[src/rtl/nh_lcd_cmd_sequencer.sv]
// Runs one LCD transaction through the single-byte command engine: a command byte,
// then buffered parameter writes and collected parameter reads, with gap and timeout control.
module nh_lcd_cmd_sequencer #(
  parameter int ADDR_BITS      = 4,
  parameter int GAP_CYCLES     = 2,
  parameter int TIMEOUT_CYCLES = 255
) (
  input  logic                 clk,
  input  logic                 rst,
  input  logic                 i_enable,
  input  logic                 i_wbuf_stb,
  input  logic [7:0]           i_wbuf_data,
  input  logic                 i_wbuf_clear,
  input  logic [7:0]           i_cmd_byte,
  input  logic [ADDR_BITS-1:0] i_wr_count,
  input  logic [ADDR_BITS-1:0] i_rd_count,
  input  logic                 i_start_stb,
  input  logic [ADDR_BITS-1:0] i_rbuf_addr,
  output logic [7:0]           o_rbuf_data,
  output logic [ADDR_BITS:0]   o_wbuf_count,
  output logic                 o_busy,
  output logic                 o_done,
  output logic                 o_error,
  output logic                 o_cmd_write_stb,
  output logic                 o_cmd_read_stb,
  output logic [7:0]           o_cmd_data,
  output logic                 o_cmd_parameter,
  input  logic                 i_cmd_finished,
  input  logic [7:0]           i_cmd_data,
  output logic [2:0]           o_dbg_state
);

  localparam int DEPTH = 1 << ADDR_BITS;
  localparam int TW    = $clog2(TIMEOUT_CYCLES + 1);
  localparam int GW    = $clog2(GAP_CYCLES + 2);

  localparam logic [2:0] S_IDLE     = 3'd0;
  localparam logic [2:0] S_SEND_CMD = 3'd1;
  localparam logic [2:0] S_WAIT     = 3'd2;
  localparam logic [2:0] S_GAP      = 3'd3;
  localparam logic [2:0] S_SEND_WR  = 3'd4;
  localparam logic [2:0] S_SEND_RD  = 3'd5;
  localparam logic [2:0] S_DONE     = 3'd6;

  localparam logic [ADDR_BITS:0]   WBUF_FULL = (ADDR_BITS+1)'(DEPTH);
  localparam logic [ADDR_BITS:0]   WC_ONE    = (ADDR_BITS+1)'(1);
  localparam logic [ADDR_BITS-1:0] PTR_ONE   = ADDR_BITS'(1);
  localparam logic [TW-1:0]        TMO_LAST  = TW'(TIMEOUT_CYCLES - 1);
  localparam logic [TW-1:0]        TMR_ONE   = TW'(1);
  localparam logic [GW-1:0]        GAP_LAST  = GW'(GAP_CYCLES);
  localparam logic [GW-1:0]        GAP_ONE   = GW'(1);

  logic [2:0]           state_q, state_d;
  logic                 busy_q, busy_d;
  logic                 done_q, done_d;
  logic                 error_q, error_d;
  logic                 wr_stb_q, wr_stb_d;
  logic                 rd_stb_q, rd_stb_d;
  logic [7:0]           cmd_data_q, cmd_data_d;
  logic                 param_q, param_d;
  logic [ADDR_BITS:0]   wcount_q, wcount_d;
  logic [7:0]           cmd_q, cmd_d;
  logic [ADDR_BITS-1:0] wr_cnt_q, wr_cnt_d;
  logic [ADDR_BITS-1:0] rd_cnt_q, rd_cnt_d;
  logic [ADDR_BITS-1:0] wptr_q, wptr_d;
  logic [ADDR_BITS-1:0] rptr_q, rptr_d;
  logic                 op_rd_q, op_rd_d;
  logic                 ok_q, ok_d;
  logic [TW-1:0]        timer_q, timer_d;
  logic [GW-1:0]        gap_q, gap_d;
  logic [7:0]           rbuf_data_q;
  logic                 wbuf_we;
  logic                 rbuf_we;

  logic [7:0] wbuf_mem [DEPTH];
  logic [7:0] rbuf_mem [DEPTH];

  // Engine handshake: a strobe is a one-cycle request; i_cmd_finished completes it and is
  // only honoured in WAIT, so exactly one request is ever outstanding.
  always_comb begin
    state_d    = state_q;
    busy_d     = busy_q;
    done_d     = 1'b0;
    error_d    = error_q;
    wr_stb_d   = 1'b0;
    rd_stb_d   = 1'b0;
    cmd_data_d = cmd_data_q;
    param_d    = param_q;
    wcount_d   = wcount_q;
    cmd_d      = cmd_q;
    wr_cnt_d   = wr_cnt_q;
    rd_cnt_d   = rd_cnt_q;
    wptr_d     = wptr_q;
    rptr_d     = rptr_q;
    op_rd_d    = op_rd_q;
    ok_d       = ok_q;
    timer_d    = timer_q;
    gap_d      = gap_q;
    wbuf_we    = 1'b0;
    rbuf_we    = 1'b0;

    case (state_q)
      S_IDLE: begin
        if (i_start_stb) begin
          if (i_enable && ({1'b0, i_wr_count} <= wcount_q)) begin
            error_d  = 1'b0;
            cmd_d    = i_cmd_byte;
            wr_cnt_d = i_wr_count;
            rd_cnt_d = i_rd_count;
            wptr_d   = '0;
            rptr_d   = '0;
            ok_d     = 1'b0;
            busy_d   = 1'b1;
            state_d  = S_SEND_CMD;
          end else begin
            error_d = 1'b1;
          end
        end
        if (i_wbuf_clear) begin
          wcount_d = '0;
        end else if (i_wbuf_stb) begin
          if (wcount_q < WBUF_FULL) begin
            wbuf_we  = 1'b1;
            wcount_d = wcount_q + WC_ONE;
          end else begin
            error_d = 1'b1;
          end
        end
      end
      S_SEND_CMD: begin
        wr_stb_d   = 1'b1;
        param_d    = 1'b0;
        cmd_data_d = cmd_q;
        op_rd_d    = 1'b0;
        timer_d    = '0;
        state_d    = S_WAIT;
      end
      S_SEND_WR: begin
        wr_stb_d   = 1'b1;
        param_d    = 1'b1;
        cmd_data_d = wbuf_mem[wptr_q];
        wptr_d     = wptr_q + PTR_ONE;
        op_rd_d    = 1'b0;
        timer_d    = '0;
        state_d    = S_WAIT;
      end
      S_SEND_RD: begin
        rd_stb_d = 1'b1;
        param_d  = 1'b1;
        op_rd_d  = 1'b1;
        timer_d  = '0;
        state_d  = S_WAIT;
      end
      S_WAIT: begin
        if (i_cmd_finished) begin
          if (op_rd_q) begin
            rbuf_we = 1'b1;
            rptr_d  = rptr_q + PTR_ONE;
          end
          gap_d   = '0;
          state_d = S_GAP;
        end else if (timer_q == TMO_LAST) begin
          error_d = 1'b1;
          ok_d    = 1'b0;
          state_d = S_DONE;
        end else begin
          timer_d = timer_q + TMR_ONE;
        end
      end
      S_GAP: begin
        if (!i_enable) begin
          error_d = 1'b1;
          ok_d    = 1'b0;
          state_d = S_DONE;
        end else if (gap_q == GAP_LAST) begin
          if (wptr_q != wr_cnt_q) begin
            state_d = S_SEND_WR;
          end else if (rptr_q != rd_cnt_q) begin
            state_d = S_SEND_RD;
          end else begin
            ok_d    = 1'b1;
            state_d = S_DONE;
          end
        end else begin
          gap_d = gap_q + GAP_ONE;
        end
      end
      S_DONE: begin
        busy_d   = 1'b0;
        done_d   = ok_q;
        wcount_d = '0;
        state_d  = S_IDLE;
      end
      default: state_d = S_IDLE;
    endcase
  end

  always_ff @(posedge clk or posedge rst) begin
    if (rst) begin
      state_q     <= S_IDLE;
      busy_q      <= 1'b0;
      done_q      <= 1'b0;
      error_q     <= 1'b0;
      wr_stb_q    <= 1'b0;
      rd_stb_q    <= 1'b0;
      cmd_data_q  <= '0;
      param_q     <= 1'b0;
      wcount_q    <= '0;
      cmd_q       <= '0;
      wr_cnt_q    <= '0;
      rd_cnt_q    <= '0;
      wptr_q      <= '0;
      rptr_q      <= '0;
      op_rd_q     <= 1'b0;
      ok_q        <= 1'b0;
      timer_q     <= '0;
      gap_q       <= '0;
      rbuf_data_q <= '0;
    end else begin
      state_q     <= state_d;
      busy_q      <= busy_d;
      done_q      <= done_d;
      error_q     <= error_d;
      wr_stb_q    <= wr_stb_d;
      rd_stb_q    <= rd_stb_d;
      cmd_data_q  <= cmd_data_d;
      param_q     <= param_d;
      wcount_q    <= wcount_d;
      cmd_q       <= cmd_d;
      wr_cnt_q    <= wr_cnt_d;
      rd_cnt_q    <= rd_cnt_d;
      wptr_q      <= wptr_d;
      rptr_q      <= rptr_d;
      op_rd_q     <= op_rd_d;
      ok_q        <= ok_d;
      timer_q     <= timer_d;
      gap_q       <= gap_d;
      rbuf_data_q <= rbuf_mem[i_rbuf_addr];
    end
  end

  // Write-buffer contents need no reset: only bytes below the count are ever sent.
  always_ff @(posedge clk) begin
    if (wbuf_we) wbuf_mem[wcount_q[ADDR_BITS-1:0]] <= i_wbuf_data;
  end

  always_ff @(posedge clk or posedge rst) begin
    if (rst) begin
      for (int i = 0; i < DEPTH; i++) rbuf_mem[i] <= '0;
    end else if (rbuf_we) begin
      rbuf_mem[rptr_q] <= i_cmd_data;
    end
  end

  assign o_rbuf_data     = rbuf_data_q;
  assign o_wbuf_count    = wcount_q;
  assign o_busy          = busy_q;
  assign o_done          = done_q;
  assign o_error         = error_q;
  assign o_cmd_write_stb = wr_stb_q;
  assign o_cmd_read_stb  = rd_stb_q;
  assign o_cmd_data      = cmd_data_q;
  assign o_cmd_parameter = param_q;
  assign o_dbg_state     = state_q;

endmodule
[config.mk]
export PLATFORM = sky130hd
export DESIGN_NAME = nh_lcd_cmd_sequencer
export DESIGN_NICKNAME = d
export VERILOG_FILES = /design/src/rtl/nh_lcd_cmd_sequencer.sv
export SDC_FILE = /design/constraint.sdc
export NUM_CORES = 1
export LEC_CHECK = 0
export BUFFER_PORTS_ARGS = -buffer_cell sky130_fd_sc_hd__buf_4
export CORE_ASPECT_RATIO = 2
export CORE_MARGIN = 4
export CORE_UTILIZATION = 55
export DETAILED_ROUTE_END_ITERATION = 7
export PLACE_DENSITY = 0.73
export REMOVE_ABC_BUFFERS = 1
export SKIP_CTS_REPAIR_TIMING = 1
export SYNTH_ARGS = -nofsm -noshare
export SYNTH_HDL_FRONTEND = slang
export SYNTH_SLANG_ARGS = --single-unit
[constraint.sdc]
create_clock -name clk -period 15.8 [get_ports clk]
set_input_delay 3.16 -clock clk [delete_from_list [all_inputs] [get_ports clk]]
set_output_delay 3.16 -clock clk [all_outputs]
set_load 0.005 [all_outputs]
==> summary.md <==
| Metric | Value |
|---|---|
| Status | finished, final reports clean |
| Antenna-violating nets left | 0 |
| Crit start category | input port |
| Fin. Hold Viols | 0 |
| Clk root buf | clkbuf_16 |
| Synth Area per Inst | 15.8 um^2 |
| Hold_sp | gap_q[0]$_DFFE_PP0P_ |
| RR Startpoint | o_dbg_state[2]$_DFFE_PP0P_ |
| Worst slew margin | 0.210 |
| Ys async rst share | 0.602 |
| Io pins | 73 |
| CTS sink count | 322 |
| Number of cell rows | 82 |
| Minimum clock period | 5.37 ns |
| Setup TNS | 0 ns |
| GR met3 Demand/Resource | 0.0222 |
| Clock power share | 0.291 |
| First-pass GRT wire length | 48900 um |
| Hold Path Class | reg -> reg |
| Via count | 7804 |
| Worst setup EP type | flip-flop |
| Comb pwr share | 0.247 |
| DRT Wirelength | 31400 um |
| Internal | 0.00170 W |
| Core box area | 25100 um^2 |
| Worst path cell trace | buf_4 > nor4b_1 > nand2_1 > nor3_1 |
| Setup CP Type | in -> reg |
| Largest net degree at the start of global routing | 128 |
| Part of the power in registers | 0.462 |
| Port bufs | 72 |
| Vias per std cell | 6.00 |
| Number of library cell types mapped by synthesis | 55 |
| Seq cells post-synth | 322 |
| Met2 Track Usage GR | 0.450 |
| Drc violations | 0 |
| Unrepaired setup endpoints after global routing | false |
| Worst hold endpoint | gap_q[0]$_DFFE_PP0P_ |
| Worst IR drop on VDD | 0.000113 V |
| Top Usage Layer GRT | met2 |
| Initial antenna violation count | 0 |
| GRT overflow | 0 |
| Hold Path Depth | 1 |
| CP top delay family | simple AND/OR/NAND/NOR gates |
| Slowest-stage cell, CP | nor3_1 |
| Dpl cells | 1252 |
| Die Ht | 234 um |
| Most frequent cells in the layout | dfrtp_1, mux2_2, edfxtp_1 |
| Antenna Cells | 0 |
| CTS clk-pin slew, worst paths | 0.07 ns |
| Number of global-route vias before repair | 8355 |
| DRT Pass-1 Iters | 7 |
| Bufs on Longest Clock Path | 3 |
| Final Setup Violations | 0 |
| Mapped Area | 14000 um^2 |
| Fin cells | 1301 |
| WP data arrival | 5.54 ns |
| Total track usage | 0.229 |
| Reg2reg end | wbuf_mem[1][1]$_DFFE_PP_ |
| H-Tree Depth | 1 |
| Initial core utilization | 0.558 |
| Worst-case clock skew | 0.00944 ns |
| Seq/Total Area, Yosys | 0.620 |
| P per Cell Area | 153 nW/um^2 |
| Initial DRC count | 667 |
| Ys Warns | 0 |
| WP buf/inv | 1 |
| Switching Fraction | 0.295 |
| Die ar. | 28300 um^2 |
| Routability Congestion | 0.908 |
| Cts bufs inserted | 27 |
| Dominant synthesized flop cell | dfrtp_1 |
| Commonest non-fill, non-tap cell in the layout | dfrtp_1 |
| CP max FO | 8 |
| Max-cap viol count | 0 |
| Psw | 0.000711 W |
| Layout area overhead | 12.2% |
| R2R Setup Slk | 11.71 ns |
| Number of flops mapped to enable cells by yosys | 128 |
| Met1 Usage GRT | 0.242 |
| Fin nets | 1004 |
| F_max | 186 MHz |
| DP HPWL | 22400 um |
| Synth Instances | 888 |
| Fin. max-slew vios | 0 |
| Worst Max-Slew Pin Slew | 1.18 ns |
| Worst-Skew Late Latency | 0.55 ns |
| Period utilization | 0.340 |
| CP peak stage delay | 0.99 ns |
| R2R cell count | 5 |
| Drt wl/cell | 24.1 um |
| Leakage | 6.62 nW |
| Die W | 121 um |
| Req. time, crit path | 15.97 ns |
| CTS tree | built |
| Share of cells above drive strength 1 | 0.371 |
metrics by stage:
step | power (W) | setup slack [ns] | hold slack [ns] | utilization | cell area, um^2
finish | 0.00241 | 10.43 | 0.479 | 0.626 | 15700
global route | 0.00252 | 10.24 | 0.511 | 0.626 | 15700
CTS | 0.00242 | 10.41 | 0.480 | 0.626 | 15700
detailed placement | 0.00172 | 9.82 | 0.471 | 0.590 | 14800
global placement | 0.00171 | 9.90 | 0.461 | 0.590 | 14800
floorplan | 0.00150 | 7.36 | 0.451 | - | 13800
worst max path at each step:
stage	from	endpoint	slack, ns	depth (start not counted)
after floorplan	rst	cmd_q[0]$_DFFE_PP0P_	7.36	1
after global placement	i_wbuf_clear	wbuf_mem[1][0]$_DFFE_PP_	9.90	4
after detailed placement	i_wbuf_clear	wbuf_mem[2][7]$_DFFE_PP_	9.82	4
after CTS	i_wbuf_clear	wbuf_mem[2][7]$_DFFE_PP_	10.41	4
after global routing	i_wbuf_clear	wbuf_mem[3][4]$_DFFE_PP_	10.24	4
final	i_wbuf_clear	wbuf_mem[1][1]$_DFFE_PP_	10.43	4
cell families after synthesis:
family,Yosys count,synth area share
AND/OR/NAND/NOR,165,0.0581
adder cells (fa/ha/maj),16,0.0143
buffers and inverters,69,0.0208
flip-flops,322,0.620
multiplexers,226,0.240
AO/OA/AOI/OAI,74,0.0365
XOR/XNOR,16,0.00999
power groups by stage:
stage / clock network (W) / logic (W) / registers (W)
2_1_floorplan: 0 / 0.000377 / 0.00112
3_3_place_gp: 0 / 0.000587 / 0.00112
3_5_place_dp: 0 / 0.000598 / 0.00113
4_1_cts: 0.000713 / 0.000600 / 0.00111
5_1_grt: 0.000745 / 0.000650 / 0.00113
6_report: 0.000700 / 0.000596 / 0.00111
state kept, by name, indices dropped and copies added, names as in the netlist, 2 cells and up:
signal and flops:
o_dbg_state 3, timer_q 8, wr_cnt_q 4, wbuf_mem 128, rd_cnt_q 4, rbuf_mem 128
gap_q 2, cmd_q 8, wptr_q 4, rptr_q 4, o_rbuf_data 8, o_cmd_data 8
o_wbuf_count 5
worst register-to-register path, cell delays in order (launching register included):
cell and delay, ns:
dfrtp_1 0.72, nor2_2 0.51, nand2_1 0.22, nor4b_1 0.91, nand2_1 0.37, nor3_1 0.99
Yosys cell counts, types with 6 or more instances:
library cell    n  area (um^2)
nor2_1         33          124
a21oi_1        12         60.1
xor2_1         12          105
mux4_2         72         1620
mux2_2        135         1520
ha_1           16          200
edfxtp_1      128         3840
clkbuf_1       24         90.1
buf_2          11         55.1
inv_1          20         75.1
o21ai_0        20          100
dfrtp_1       194         4850
nor2b_1         9         56.3
nand4_1         6         37.5
mux2_4          8          120
o221ai_1        6         52.6
nand2_1        56          210
nor3_1         13         65.1
nand2_2        12         75.1
mux2i_1        11          110
nand3_1        10         50.1
buf_1          11         41.3
cell type report:
cell class,count,area [um^2]
clock buffer,29,683
inverter,20,82.6
sequential,322,8700
multi-input combinational,497,5040
clock inverter,20,240
fill,1850,9390
tap,336,420
timing repair buffer,77,578
per-layer routing:
layer / part of all wire / vias to the layer above / wire [um]
li1: - / 3463 / -
met2: 0.58 / 223 / 18300
met4: 0.050 / 0 / 1570
met1: 0.33 / 4039 / 10500
met3: 0.033 / 79 / 1040
met5: 0 / - / 0
Power figures use the tool's default switching activity.
